==> config.mk <==
export PLATFORM = sky130hd
export DESIGN_NAME = aes_ui_sequencer
export DESIGN_NICKNAME = d
export VERILOG_FILES = /design/src/rtl/aes_ui_pkg.sv /design/src/rtl/aes_ui_sequencer_release_detect.sv /design/src/rtl/aes_ui_sequencer.sv
export SDC_FILE = /design/constraint.sdc
export NUM_CORES = 1
export LEC_CHECK = 0
export ABC_CLOCK_PERIOD_IN_PS = 1630
export CAP_MARGIN = 20
export CORE_UTILIZATION = 30
export CTS_BUF_LIST = sky130_fd_sc_hd__clkbuf_4 sky130_fd_sc_hd__clkbuf_8
export DETAILED_ROUTE_END_ITERATION = 16
export SLEW_MARGIN = 20
export SYNTH_ARGS = -nofsm -noshare
export SYNTH_HDL_FRONTEND = slang
export SYNTH_SLANG_ARGS = --single-unit
==> constraint.sdc <==
create_clock -name clkin -period 1.63 [get_ports clkin]
set_clock_uncertainty 0.05 [all_clocks]
set_input_delay 0.163 -clock clkin [delete_from_list [all_inputs] [get_ports clkin]]
set_output_delay 0.163 -clock clkin [all_outputs]
set_load 0.01 [all_outputs]
==> src/rtl/aes_ui_pkg.sv <==
// rtl/aes_ui_pkg.sv - shared states, display selects and phase LED codes for the AES UI sequencer
package aes_ui_pkg;

    typedef enum logic [2:0] {
        LD_PT,
        LD_KEY,
        START,
        WAIT,
        SHOW,
        ERR
    } state_t;

    localparam logic [1:0] DSEL_PT  = 2'd0;
    localparam logic [1:0] DSEL_KEY = 2'd1;
    localparam logic [1:0] DSEL_CT  = 2'd2;

    localparam logic [3:0] LED_LD_PT  = 4'b0001;
    localparam logic [3:0] LED_LD_KEY = 4'b0010;
    localparam logic [3:0] LED_RUN    = 4'b0100;
    localparam logic [3:0] LED_SHOW   = 4'b1000;
    localparam logic [3:0] LED_ERR    = 4'b1111;

    function automatic logic [3:0] led_of(input state_t s);
        case (s)
            LD_PT:       led_of = LED_LD_PT;
            LD_KEY:      led_of = LED_LD_KEY;
            START, WAIT: led_of = LED_RUN;
            SHOW:        led_of = LED_SHOW;
            ERR:         led_of = LED_ERR;
            default:     led_of = LED_LD_PT;
        endcase
    endfunction

    // Up-button rotation order CT -> PT -> KEY -> CT; the unused code falls back to PT.
    function automatic logic [1:0] dsel_next(input logic [1:0] s);
        case (s)
            DSEL_CT:  dsel_next = DSEL_PT;
            DSEL_PT:  dsel_next = DSEL_KEY;
            DSEL_KEY: dsel_next = DSEL_CT;
            default:  dsel_next = DSEL_PT;
        endcase
    endfunction

endpackage

==> src/rtl/aes_ui_sequencer_release_detect.sv <==
// rtl/aes_ui_sequencer_release_detect.sv - falling-edge (button release) detector
module release_detect (
    input  logic clkin,
    input  logic rstn,
    input  logic in,
    output logic rel
);

    logic in_q;

    // Cleared on reset so a button held through reset never yields a release.
    always_ff @(posedge clkin or negedge rstn) begin
        if (!rstn) in_q <= 1'b0;
        else       in_q <= in;
    end

    assign rel = in_q & ~in;

endmodule

==> src/rtl/aes_ui_sequencer.sv <==
// rtl/aes_ui_sequencer.sv - button-driven capture/launch/display sequencer for the 16-bit AES core
module aes_ui_sequencer
    import aes_ui_pkg::*;
#(
    parameter int TIMEOUT = 1024
) (
    input  logic        clkin,
    input  logic        rstn,
    input  logic        btn_c,
    input  logic        btn_u,
    input  logic [15:0] sw,
    input  logic        aes_done,
    input  logic [15:0] aes_ct,
    output logic        aes_start,
    output logic [15:0] pt_out,
    output logic [15:0] key_out,
    output logic [15:0] disp_data,
    output logic [1:0]  disp_sel,
    output logic [3:0]  state_led,
    output logic        busy,
    output logic        err
);

    localparam int CW = $clog2(TIMEOUT);
    localparam logic [CW-1:0] CNT_MAX = CW'(TIMEOUT - 1);

    state_t        state, state_d;
    logic [15:0]   ct_reg, ct_d, pt_d, key_d;
    logic [1:0]    sel_d;
    logic [CW-1:0] cnt, cnt_d;
    logic          rel_c, rel_u;

    release_detect u_rel_c (.clkin(clkin), .rstn(rstn), .in(btn_c), .rel(rel_c));
    release_detect u_rel_u (.clkin(clkin), .rstn(rstn), .in(btn_u), .rel(rel_u));

    always_ff @(posedge clkin or negedge rstn) begin
        if (!rstn) begin
            state     <= LD_PT;
            pt_out    <= '0;
            key_out   <= '0;
            ct_reg    <= '0;
            disp_sel  <= DSEL_PT;
            cnt       <= '0;
            aes_start <= 1'b0;
            busy      <= 1'b0;
            err       <= 1'b0;
            state_led <= LED_LD_PT;
        end else begin
            state     <= state_d;
            pt_out    <= pt_d;
            key_out   <= key_d;
            ct_reg    <= ct_d;
            disp_sel  <= sel_d;
            cnt       <= cnt_d;
            // Status outputs are registered from the next state so they align with it.
            aes_start <= (state_d == START);
            busy      <= (state_d == START) || (state_d == WAIT);
            err       <= (state_d == ERR);
            state_led <= led_of(state_d);
        end
    end

    always_comb begin
        state_d = state;
        pt_d    = pt_out;
        key_d   = key_out;
        ct_d    = ct_reg;
        sel_d   = disp_sel;
        cnt_d   = cnt;
        case (state)
            LD_PT: if (rel_c) begin
                pt_d    = sw;
                state_d = LD_KEY;
            end
            LD_KEY: if (rel_c) begin
                key_d   = sw;
                state_d = START;
            end
            START: begin
                cnt_d   = '0;
                state_d = WAIT;
            end
            WAIT: begin
                if (cnt != CNT_MAX) cnt_d = cnt + 1'b1;
                // Completion takes priority over a timeout in the same cycle.
                if (aes_done) begin
                    ct_d    = aes_ct;
                    sel_d   = DSEL_CT;
                    state_d = SHOW;
                end else if (cnt == CNT_MAX) begin
                    state_d = ERR;
                end
            end
            SHOW: begin
                if (rel_c) begin
                    sel_d   = DSEL_PT;
                    state_d = LD_PT;
                end else if (rel_u) begin
                    sel_d = dsel_next(disp_sel);
                end
            end
            ERR: if (rel_c) begin
                sel_d   = DSEL_PT;
                state_d = LD_PT;
            end
            default: state_d = LD_PT;
        endcase
    end

    always_comb begin
        case (state)
            LD_PT, LD_KEY: disp_data = sw;
            SHOW: begin
                case (disp_sel)
                    DSEL_PT:  disp_data = pt_out;
                    DSEL_KEY: disp_data = key_out;
                    default:  disp_data = ct_reg;
                endcase
            end
            default: disp_data = ct_reg;
        endcase
    end

endmodule

==> summary.md <==
| Metric | Value |
|---|---|
| Comb power frac | `0.570` |
| PD cells | `1840 nW/um2` |
| Post-layout util | `0.527` |
| Cell Area, Synth | `roughly 3500 um2` |
| Reg-to-reg setup timing slack | `-0.17 ns` |
| Flops & latches, synth | `72` |
| Routability cong. | `between 0.7 and 0.8` |
| DIE WIDTH | `around 110 um` |
| Layout cells sized above 1 | `0.472` |
| Final antenna-violating net count | `0` |
| Worst hold endpoint | `u_rel_u.in_q$_DFF_PN0_` |
| Design area | `~6000 um2` |
| Max Cap Violations | `0` |
| Setup_tns | `-10.40 ns` |
| Worst-margin pin slew | `between 0.4 and 0.5 ns` |
| Antenna diodes | `0` |
| Clk pwr share | `0.123` |
| Crit-path cells | `and2b_2 > nand2_4 > buf_16 > nor2_4 > a221o_1 > buf_2` |
| Final Max Tran Viols | `0` |
| CTS max path bufs | `2` |
| Adder-Cell Fraction of Synth Area | `0.00360` |
| Dominant synthesized flop cell | `dfrtp_1` |
| CP max stage cell | `dfrtp_1` |
| Switching power | `0.00395 W` |
| Final hold vios | `0` |
| Starting density of the core | `0.314` |
| Worst min path class | `input pin to flip-flop` |
| Routed vias/inst | `just over 5` |
| Ys async rst share | `1.00` |
| Standard-cell rows | `38` |
| Fin crit share | `1.19` |
| Placed Cells incl. Taps | `~550` |
| CTS tree | `built` |
| Status | `complete, but fails checks` |
| Clock root cell | `clkbuf_8` |
| H-Tree Depth | `3` |
| GRT Total Usage | `0.183` |
| Final setup viols | `67` |
| Nature of the critical path endpoint | `primary output` |
| Vias in the first global route | `between 3000 and 4000` |
| R2R Path Start | `state[1]$_DFF_PN0_` |
| Simple-gate share of the synthesized area | `0.116` |
| Min setup slack post-route | `-0.317 ns` |
| Share of power burned in registers | `0.307` |
| WL final | `~11 mm` |
| Synth Warn # | `0` |
| First-pass GRT wire length | `approximately 16 mm` |
| Core ar. | `approximately 11000 um2` |
| Worst Min Path Start | `btn_u` |
| Final Instance Count excl. Fillers | `between 500 and 600` |
| Design internal power | `around 0.0068 W` |
| Most common cell after layout, fill and taps aside | `clkdlybuf4s50_1` |
| Switch share | `0.369` |
| Initial DRC count | `85` |
| Area growth syn-to-layout | `67.8%` |
| Worst Reg2Reg Path Length in Cells | `7` |
| Min-Delay Path Depth | `1` |
| Critical Path RT | `around 1.4 ns` |
| DR pass1 iterations | `4` |
| Mux cell area share after synthesis | `0.204` |
| Static leakage | `2.51 nW` |
| Antenna violations before repair | `0` |
| Via total after detailed routing | `2968` |
| Worst slew margin | `0.683` |
| DIE HEIGHT | `110 um` |
| IO Count | `94` |
| Fmax | `514 MHz` |
| Nets@finish | `around 480` |
| Die area | `around 12000 um2` |
| Clk_lat worst skew | `between 0.3 and 0.4 ns` |
| Remaining Overflow, GRT | `0` |
| IR drop worst, VDD | `roughly 740 uV` |
| Synth Area in Compound Gates | `0.122` |
| Fin crit period | `1.95 ns` |
| Synthesized net count | `around 320` |
| Tot Pwr | `roughly 0.011 W` |
| Crit Path Class | `flip-flop to primary output` |
| Largest net degree at the start of global routing | `40` |
| Crit path launch type | `flip-flop` |
| Port bufs | `93` |
| Failing checks | `negative setup slack` |
| Placed standard-cell area | `slightly below 5000 um2` |
| HPWL after DPL | `6.66 mm` |
| Largest family of logic cells by synthesized area | `multiplexers` |
| Post-synth EDFFs | `0` |
| Distinct cells, synth | `48` |
| Sequential fraction of the synthesis area | `0.518` |
| Syn Area/Cell | `roughly 12 um2` |
| Gate Count Post-Synth | `between 200 and 300` |
| CP Data Arrival Time | `1.73 ns` |
| Filler instances | `~1000` |
| Worst Path Max Fanout | `8` |
| Post-route DRC | `0` |
| FF-to-FF End | `pt_out[3]$_DFFE_PN0P_` |
| Unrepaired setup endpoints after global routing | `true` |
| Number of sinks on the clock net | `72` |
| Drt wl/cell | `about 18 um` |
| Inserted Clock Buffers | `9` |
| Clk pin slew, worst setup/hold paths | `approximately 0.080 ns` |
| CP peak stage delay | `between 0.3 and 0.4 ns` |
| Commonest non-fill, non-tap cells in the layout | `clkdlybuf4s50_1, dfrtp_1, buf_4` |
| Post-Synth XOR/XNOR Area | `0.00252` |
## power by group through the flow
stage / clock, W / combinational [W] / sequential, W
finish: 0.00132 / 0.00611 / 0.00329
global route: 0.00144 / 0.00649 / 0.00339
CTS: 0.00136 / 0.00566 / 0.00324
detailed placement: 0 / 0.00495 / 0.00311
global placement: 0 / 0.00488 / 0.00307
floorplan: 0 / 0.00222 / 0.00324
## metal layers
| metal | global-route usage | part of all wire | vias to the layer above |
|---|---|---|---|
| met5 | 0 | 0 | - |
| met4 | 0.0514 | 0.012 | 0 |
| met3 | 0.0528 | 0.058 | 14 |
| met2 | 0.307 | 0.49 | 88 |
| met1 | 0.230 | 0.44 | 1491 |
| li1 | - | - | 1375 |
## cell type report
| type | count | area (um2) | share of cell area |
|---|---|---|---|
| inverters | 4 | 15.0 | 0.00257 |
| clock buffers | 11 | 151 | 0.0259 |
| repair buffers | 161 | 1630 | 0.279 |
| flip-flops and latches | 72 | 1810 | 0.309 |
| multi-input cells | 190 | 2030 | 0.347 |
| clock inverters | 5 | 31.3 | 0.00536 |
| well taps | 140 | 175 | 0.0300 |
## how the worst max path moves through the flow
stage | slack (ns) | end | start
floorplan | -0.02 | ct_reg[10]$_DFFE_PN0P_ | state[2]$_DFF_PN0_
global placement | -0.23 | disp_data[11] | state[1]$_DFF_PN0_
detailed placement | -0.23 | disp_data[10] | state[2]$_DFF_PN0_
CTS | -0.36 | disp_data[8] | state[2]$_DFF_PN0_
global route | -0.38 | disp_data[15] | disp_sel[0]$_DFFE_PN0P_
finish | -0.32 | disp_data[15] | state[1]$_DFF_PN0_
## logic make-up (layout without fill, tap and decap cells)
group | count (synthesis) | count (layout)
muxes | 65 | 65
DFF | 72 | 72
buffers and inverters | 21 | 181
xor gates and xnor gates | 1 | 1
and+or+nand+nor | 69 | 69
adders and majority gates | 1 | 1
AOI/OAI and AO/OA | 54 | 54
## critical path: cells and delay by family, from the launching register on
family	cells	cell delay [ns]
AO/OA/AOI/OAI	1	0.26
buffers and inverters	2	0.31
flip-flops	1	0.38
AND/OR/NAND/NOR	3	0.41
## cell usage after synthesis (2+ instances only)
cell type	count	share of area
dfrtp_1	71	0.51
mux2_2	47	0.15
nor2_1	21	0.023
mux2i_1	17	0.049
a221o_1	16	0.046
nand2_1	13	0.014
o21ai_0	13	0.019
buf_2	8	0.012
nand3_1	8	0.012
a21oi_1	6	0.0086
o311ai_0	5	0.013
clkbuf_1	4	0.0043
and3_1	3	0.0054
buf_6	3	0.0097
inv_1	3	0.0032
nand2b_1	3	0.0054
nand4_1	3	0.0054
o41ai_1	3	0.0076
a2bb2oi_1	2	0.0050
buf_4	2	0.0043
nor2b_1	2	0.0036
nor3_1	2	0.0029
nor3_4	2	0.0093
o211ai_1	2	0.0043
## what timing repair did
| action | CTS | global route |
|---|---|---|
| pin swaps | 9 | 11 |
| gates cloned | 4 | 2 |
| resized for setup | 154 | 58 |
| endpoints found under the setup margin | 68 | 87 |
| endpoints found under the hold margin | 32 | 0 |
| hold buffers | 1 | 0 |
| buffers inserted | 6 | 8 |
## per-stage QoR
| stage | setup slack [ns] | hold slack, ns |
|---|---|---|
| detailed placement | -0.229 | 0.109 |
| global placement | -0.227 | 0.108 |
| floorplan | -0.0196 | -0.183 |
| global route | -0.380 | 0.227 |
| CTS | -0.362 | 0.220 |
| finish | -0.317 | 0.239 |
Note: power is estimated with default switching activity, not from simulation.
